`src/rtl/par2ser_ramin.sv`:
```
// Parallel-to-serial converter: accepts one multi-channel vector and streams it out
// SER_BW bits per channel per cycle, least significant word first, with a one-entry skid.
module par2ser_ramin #(
    parameter int unsigned NO_CH  = 10,
    parameter int unsigned BW_IN  = 12,
    parameter int unsigned SER_BW = 4
) (
    input  logic                           clk,
    input  logic                           rst,
    input  logic                           vld_in,
    input  logic [NO_CH-1:0][BW_IN-1:0]    data_in,
    output logic                           rdy_in,
    output logic                           vld_out,
    output logic [NO_CH-1:0][SER_BW-1:0]   data_out,
    output logic                           last_out
);

    localparam int unsigned WORDS = BW_IN / SER_BW;
    localparam int unsigned CNT_W = (WORDS > 1) ? $clog2(WORDS) : 1;
    localparam logic [CNT_W-1:0] LAST_IDX = CNT_W'(WORDS - 1);

    typedef logic [NO_CH-1:0][BW_IN-1:0]  vec_t;
    typedef logic [NO_CH-1:0][SER_BW-1:0] word_t;
    typedef enum logic {IDLE, SHIFT} state_t;

    state_t           state, state_nx;
    logic [CNT_W-1:0] cnt, cnt_nx;
    vec_t             shreg, shreg_nx;
    vec_t             pend, pend_nx;
    logic             pend_vld, pend_vld_nx;
    word_t            dout_nx;
    logic             vld_nx, last_nx;
    logic             accept_c, at_last_c, load_c, direct_c;
    vec_t             load_vec_c;

    function automatic word_t low_word(input vec_t v);
        word_t w;
        w = '0;
        for (int unsigned ch = 0; ch < NO_CH; ch++) begin
            w[ch] = v[ch][SER_BW-1:0];
        end
        return w;
    endfunction

    function automatic vec_t shift_down(input vec_t v);
        vec_t r;
        r = '0;
        for (int unsigned ch = 0; ch < NO_CH; ch++) begin
            r[ch] = v[ch] >> SER_BW;
        end
        return r;
    endfunction

    assign rdy_in    = ~pend_vld;
    assign accept_c  = vld_in & ~pend_vld;
    assign at_last_c = (state == SHIFT) && (cnt == LAST_IDX);

    // Next-state, shifter, skid and output word selection.
    always_comb begin
        state_nx    = state;
        cnt_nx      = cnt;
        shreg_nx    = shreg;
        pend_nx     = pend;
        pend_vld_nx = pend_vld;
        dout_nx     = data_out;
        load_c      = 1'b0;
        direct_c    = 1'b0;
        load_vec_c  = '0;

        case (state)
            IDLE: begin
                if (accept_c) begin
                    load_c     = 1'b1;
                    direct_c   = 1'b1;
                    load_vec_c = data_in;
                end
            end
            SHIFT: begin
                if (at_last_c) begin
                    if (pend_vld) begin
                        load_c      = 1'b1;
                        load_vec_c  = pend;
                        pend_vld_nx = 1'b0;
                    end else if (accept_c) begin
                        load_c     = 1'b1;
                        direct_c   = 1'b1;
                        load_vec_c = data_in;
                    end else begin
                        state_nx = IDLE;
                    end
                end else begin
                    dout_nx  = low_word(shreg);
                    shreg_nx = shift_down(shreg);
                    cnt_nx   = cnt + CNT_W'(1);
                end
            end
            default: state_nx = IDLE;
        endcase

        if (load_c) begin
            state_nx = SHIFT;
            cnt_nx   = '0;
            dout_nx  = low_word(load_vec_c);
            shreg_nx = shift_down(load_vec_c);
        end

        // An accepted vector that the shifter cannot take now waits in the skid entry.
        if (accept_c && !direct_c) begin
            pend_nx     = data_in;
            pend_vld_nx = 1'b1;
        end

        vld_nx  = (state_nx == SHIFT);
        last_nx = (state_nx == SHIFT) && (cnt_nx == LAST_IDX);
    end

    always_ff @(posedge clk) begin
        if (rst) begin
            state    <= IDLE;
            cnt      <= '0;
            shreg    <= '0;
            pend     <= '0;
            pend_vld <= 1'b0;
            vld_out  <= 1'b0;
            last_out <= 1'b0;
            data_out <= '0;
        end else begin
            state    <= state_nx;
            cnt      <= cnt_nx;
            shreg    <= shreg_nx;
            pend     <= pend_nx;
            pend_vld <= pend_vld_nx;
            vld_out  <= vld_nx;
            last_out <= last_nx;
            data_out <= dout_nx;
        end
    end

endmodule
```
`config.mk`:
```
export PLATFORM = sky130hd
export DESIGN_NAME = par2ser_ramin
export DESIGN_NICKNAME = d
export VERILOG_FILES = /design/src/rtl/par2ser_ramin.sv
export SDC_FILE = /design/constraint.sdc
export NUM_CORES = 1
export LEC_CHECK = 0
export BUFFER_PORTS_ARGS = -buffer_cell sky130_fd_sc_hd__buf_4
export CAP_MARGIN = 0
export CORE_UTILIZATION = 40
export CTS_CLUSTER_DIAMETER = 50
export DETAILED_ROUTE_END_ITERATION = 8
export SYNTH_ARGS = -nofsm -noshare
export SYNTH_HDL_FRONTEND = slang
export SYNTH_SLANG_ARGS = --single-unit
```
`constraint.sdc`:
```
create_clock -name clk -period 2.52 [get_ports clk]
set_input_delay 0.126 -clock clk [delete_from_list [all_inputs] [get_ports clk]]
set_output_delay 0.126 -clock clk [all_outputs]
set_load 0.1 [all_outputs]
```
==> run summary <==
The flow ran to the end, but the final reports show violations. The final reports fail on DRC. The detailed-placement wirelength estimate is 19800 microns. The length of the first detailed-routing pass in iterations is 7. The synthesized flop and latch total is 245. The wire length reported by the detailed router is 36200 microns. The final routed wire length divided by cell count is a little under 20 microns. In the post-synthesis netlist, the biggest area contributors are dfxtp_1 46%, nand2_1 9.8%, a21oi_1 9.4%, o2111ai_1 6.5%, o32ai_1 6.5%.

The die boundary width is 166 microns. The top-level port count is approximately 170. The floorplan step set the die height to 166 microns.

The power per unit of standard cell area came out at about 760 nW/um^2. The critical path in this run is classified as flop to flop. The total track usage came out at 25.7%. The final number of max-transition violations was 0. The total core area is 26200 sq um. The initial antenna violation count came out at 0. The share of async-settable or async-resettable flops after synthesis came out at 0%. The final route contains roughly 11000 vias. The area growth from synthesis to layout is 33.7%.

The worst path setup slack after routing came out at about 0.28 ns. The synthesized netlist cell count came out at 1280. The fraction of final layout cells sized beyond drive strength 1 is 17.8%. Counting I/O delays and the setup requirement, the final critical path takes about 2.2 ns. The H-tree depth reported by CTS is 1. The violation count after the first detailed-route iteration is just over 1000.

Clock skew on the completed layout was measured at 0.0187 ns. The residual overflow from global routing came out at 0. The number of endpoints with negative hold slack in the final report was 0. The average vias per placed instance came out at between 5 and 6. The endpoint kind of the worst setup timing path is a flop. The clock reaches the later pin of the worst-skew pair after 0.54 ns.

The DRC violation count after routing came out at 13. A synthesized cell averages 8.41 sq um. For this configuration, the core starts out at a cell density of approximately 41%. The die covers about 28000 sq um. The number of fillers in the final layout is approximately 2400.

The first global-routing pass estimated 58700 microns of wire. The Yosys step of the flow raised 0 warnings. Setup violations remaining at the end of the flow were counted as 0. The via count of the first global-routing pass came out at about 11000. The fraction of post-synthesis cell area in the top cell type by area came out at between 40% and 50%. In this run the worst hold path is classified as input port to flop.

The slowest stage of the critical path belongs to the cell and3_2. The number of distinct library cells after synthesis came out at 33. Setup repair after global routing left no endpoint under its margin. For the worst flop-to-flop path, the logic depth is 5. The leakage power figure came out at approximately 5.2 nW. The clock transition at the registers of the reported paths came out at approximately 0.06 ns. TritonCTS built the clock tree. Walking the worst path, the cells encountered are inv_1 > ha_1 > nand2b_4 > and3_2 > a22o_1. The number of clock sinks came out at between 200 and 250.

The largest incremental delay on the critical path came out at roughly 0.86 ns. In this run the worst path has a maximum fanout of 40. The CTS root buffer is clkbuf_16. Once detail routing completed, the nets flagged for antenna violations numbered 0. Post-CTS repair changed the size of 0 cells. For the worst setup path, the data required time is 2.99 ns. VDD sags by at most 0.000474 V. The worst slew slack as a fraction of its limit is 33.7%. The number of nets at the end of the flow came out at 1589. The final setup TNS came out at 0 ns. In this run the core area contains 59 standard-cell rows. In the finished design, the share of the clock period the worst path needs comes to approximately nine tenths. The critical path launch point type is a flop. For this run, the leading register cell type out of synthesis is dfxtp_1. The most area-hungry cell type in the Yosys netlist is dfxtp_1. The routability congestion estimate from global placement is 0.755. The arrival time of the worst setup path came out at 2.71 ns. The number of clock buffers inserted by TritonCTS is 31. Entering global routing, the biggest net connects 83 pins. The slew at the pin with the worst max-slew slack is 0.995 ns. The area of the mapped netlist is ~11000 sq um. The diode insertion count for antenna repair is 0. After synthesis, flip-flops and latches occupy 45.5% of the total area. The tool flagged a number of max-cap violations equal to 0.

The deepest clock path buffer count came out at 3. The post-placement setup slack came out at 0.340 ns. The net count after synthesis came out at 1404. The number of enable flip-flop cells after synthesis is 0. The count of input and output buffers came out at 165. The highest clock frequency the design can meet is 0.446 GHz. The worst hold path was traced through 2 stages.
==> path summary, 6_finish.rpt <==
| path | slack (ns) | start | end |
|---|---|---|---|
| max | 0.28 | cnt[0]$_SDFF_PP0_ | shreg[100]$_SDFFE_PP0P_ |
| min | 0.05 | rst | pend[73]$_SDFFE_PP0P_ |
| max reg2reg | 0.28 | cnt[0]$_SDFF_PP0_ | shreg[100]$_SDFFE_PP0P_ |
| min reg2reg | 0.45 | pend[118]$_SDFFE_PP0P_ | pend[118]$_SDFFE_PP0P_ |
==> per-layer routing <==
layer	up-vias	track usage, %	share of wire, %
li1	5218	-	-
met1	5295	35.1	45
met2	373	43.2	47
met3	54	3.27	5.6
met4	0	6.01	1.7
met5	-	0	0
==> state kept, by name, summed over array words and instances, names as in the netlist <==
register,count
data_out,40
cnt,2
pend_vld,1
shreg,80
last_out,1
pend,120
state,1
==> synth_stat cells, drive strengths merged (2+ instances only) <==
cell,instances
nand2,280
dfxtp,245
a21oi,203
clkbuf,88
o2111ai,80
o32ai,80
o41ai,80
buf,77
nand3,41
a22o,40
o21ai,40
inv,5
nand2b,3
nor2b,3
a211oi,2
nor3,2
==> cell usage in the layout, fill, tap and decap left out, types with 2 or more instances in the layout <==
cell type / Yosys / layout
nor3_1: 2 / 2
clkinv_2: 0 / 10
clkinv_4: 0 / 2
a21oi_1: 202 / 202
nand3_1: 41 / 40
o21ai_0: 40 / 40
inv_1: 3 / 3
buf_12: 0 / 9
buf_4: 1 / 187
inv_6: 0 / 2
nand2_1: 280 / 280
bufinv_16: 0 / 5
dlygate4sd3_1: 0 / 120
dfxtp_1: 245 / 243
nand2b_4: 0 / 2
nor2b_4: 0 / 2
o41ai_1: 80 / 80
o32ai_1: 80 / 80
o2111ai_1: 80 / 80
a22o_1: 40 / 40
clkbuf_8: 0 / 3
clkbuf_1: 87 / 5
clkbuf_16: 0 / 31
==> where the power goes <==
group          internal, mW  switching [mW]  leakage, nW  total, mW
Sequential             4.11           0.155         2.00       4.27
Clock                  2.87            1.73        0.535       4.60
Combinational         0.673            1.38         2.69       2.05
==> critical path: cells and delay by family, from the launching register on <==
kind	cells	cell delay [ns]
buffers and inverters	1	0.08
DFF	1	0.32
adders and majority gates	1	0.43
AOI/OAI and AO/OA	1	0.25
and+or+nand+nor	2	1.09
==> cells by family after synthesis <==
logic type	count (synthesis)	share of synthesized area, %
AOI/OAI and AO/OA	526	34.3
and+or+nand+nor	336	12.7
DFF	245	45.5
buffers and inverters	170	7.10
xor gates and xnor gates	1	0.0813
muxes	1	0.139
adders and majority gates	1	0.116
==> per-stage QoR <==
stage	total power [mW]	hold WS, ns	instances	util [%]	instance area, sq um
final	10.9	0.0494	1824	55.0	14400
after global routing	11.3	0.0900	1824	55.0	14400
after CTS	11.0	0.0395	1824	55.0	14400
after detailed placement	6.23	0.393	1647	46.3	12100
after global placement	6.22	0.386	1647	46.3	12100
after floorplan	5.61	0.262	1280	-	10800
==> layout make-up <==
| class | instances | area, sq um | area share (%) |
|---|---|---|---|
| Timing Repair Buffer | 317 | 2800 | 19.4 |
| Multi-Input combinational cell | 865 | 5180 | 36.0 |
| Clock inverter | 18 | 236 | 1.64 |
| Sequential cell | 245 | 4910 | 34.1 |
| Clock buffer | 39 | 836 | 5.80 |
| Inverter | 5 | 21.3 | 0.148 |
| Tap cell | 335 | 419 | 2.91 |
==> what timing repair did <==
action	CTS	global route
endpoints found under the setup margin	0	0
hold buffers	120	0
hold endpoints to repair	160	0
buffers inserted	0	0
Note: power is estimated with default switching activity, not from simulation.
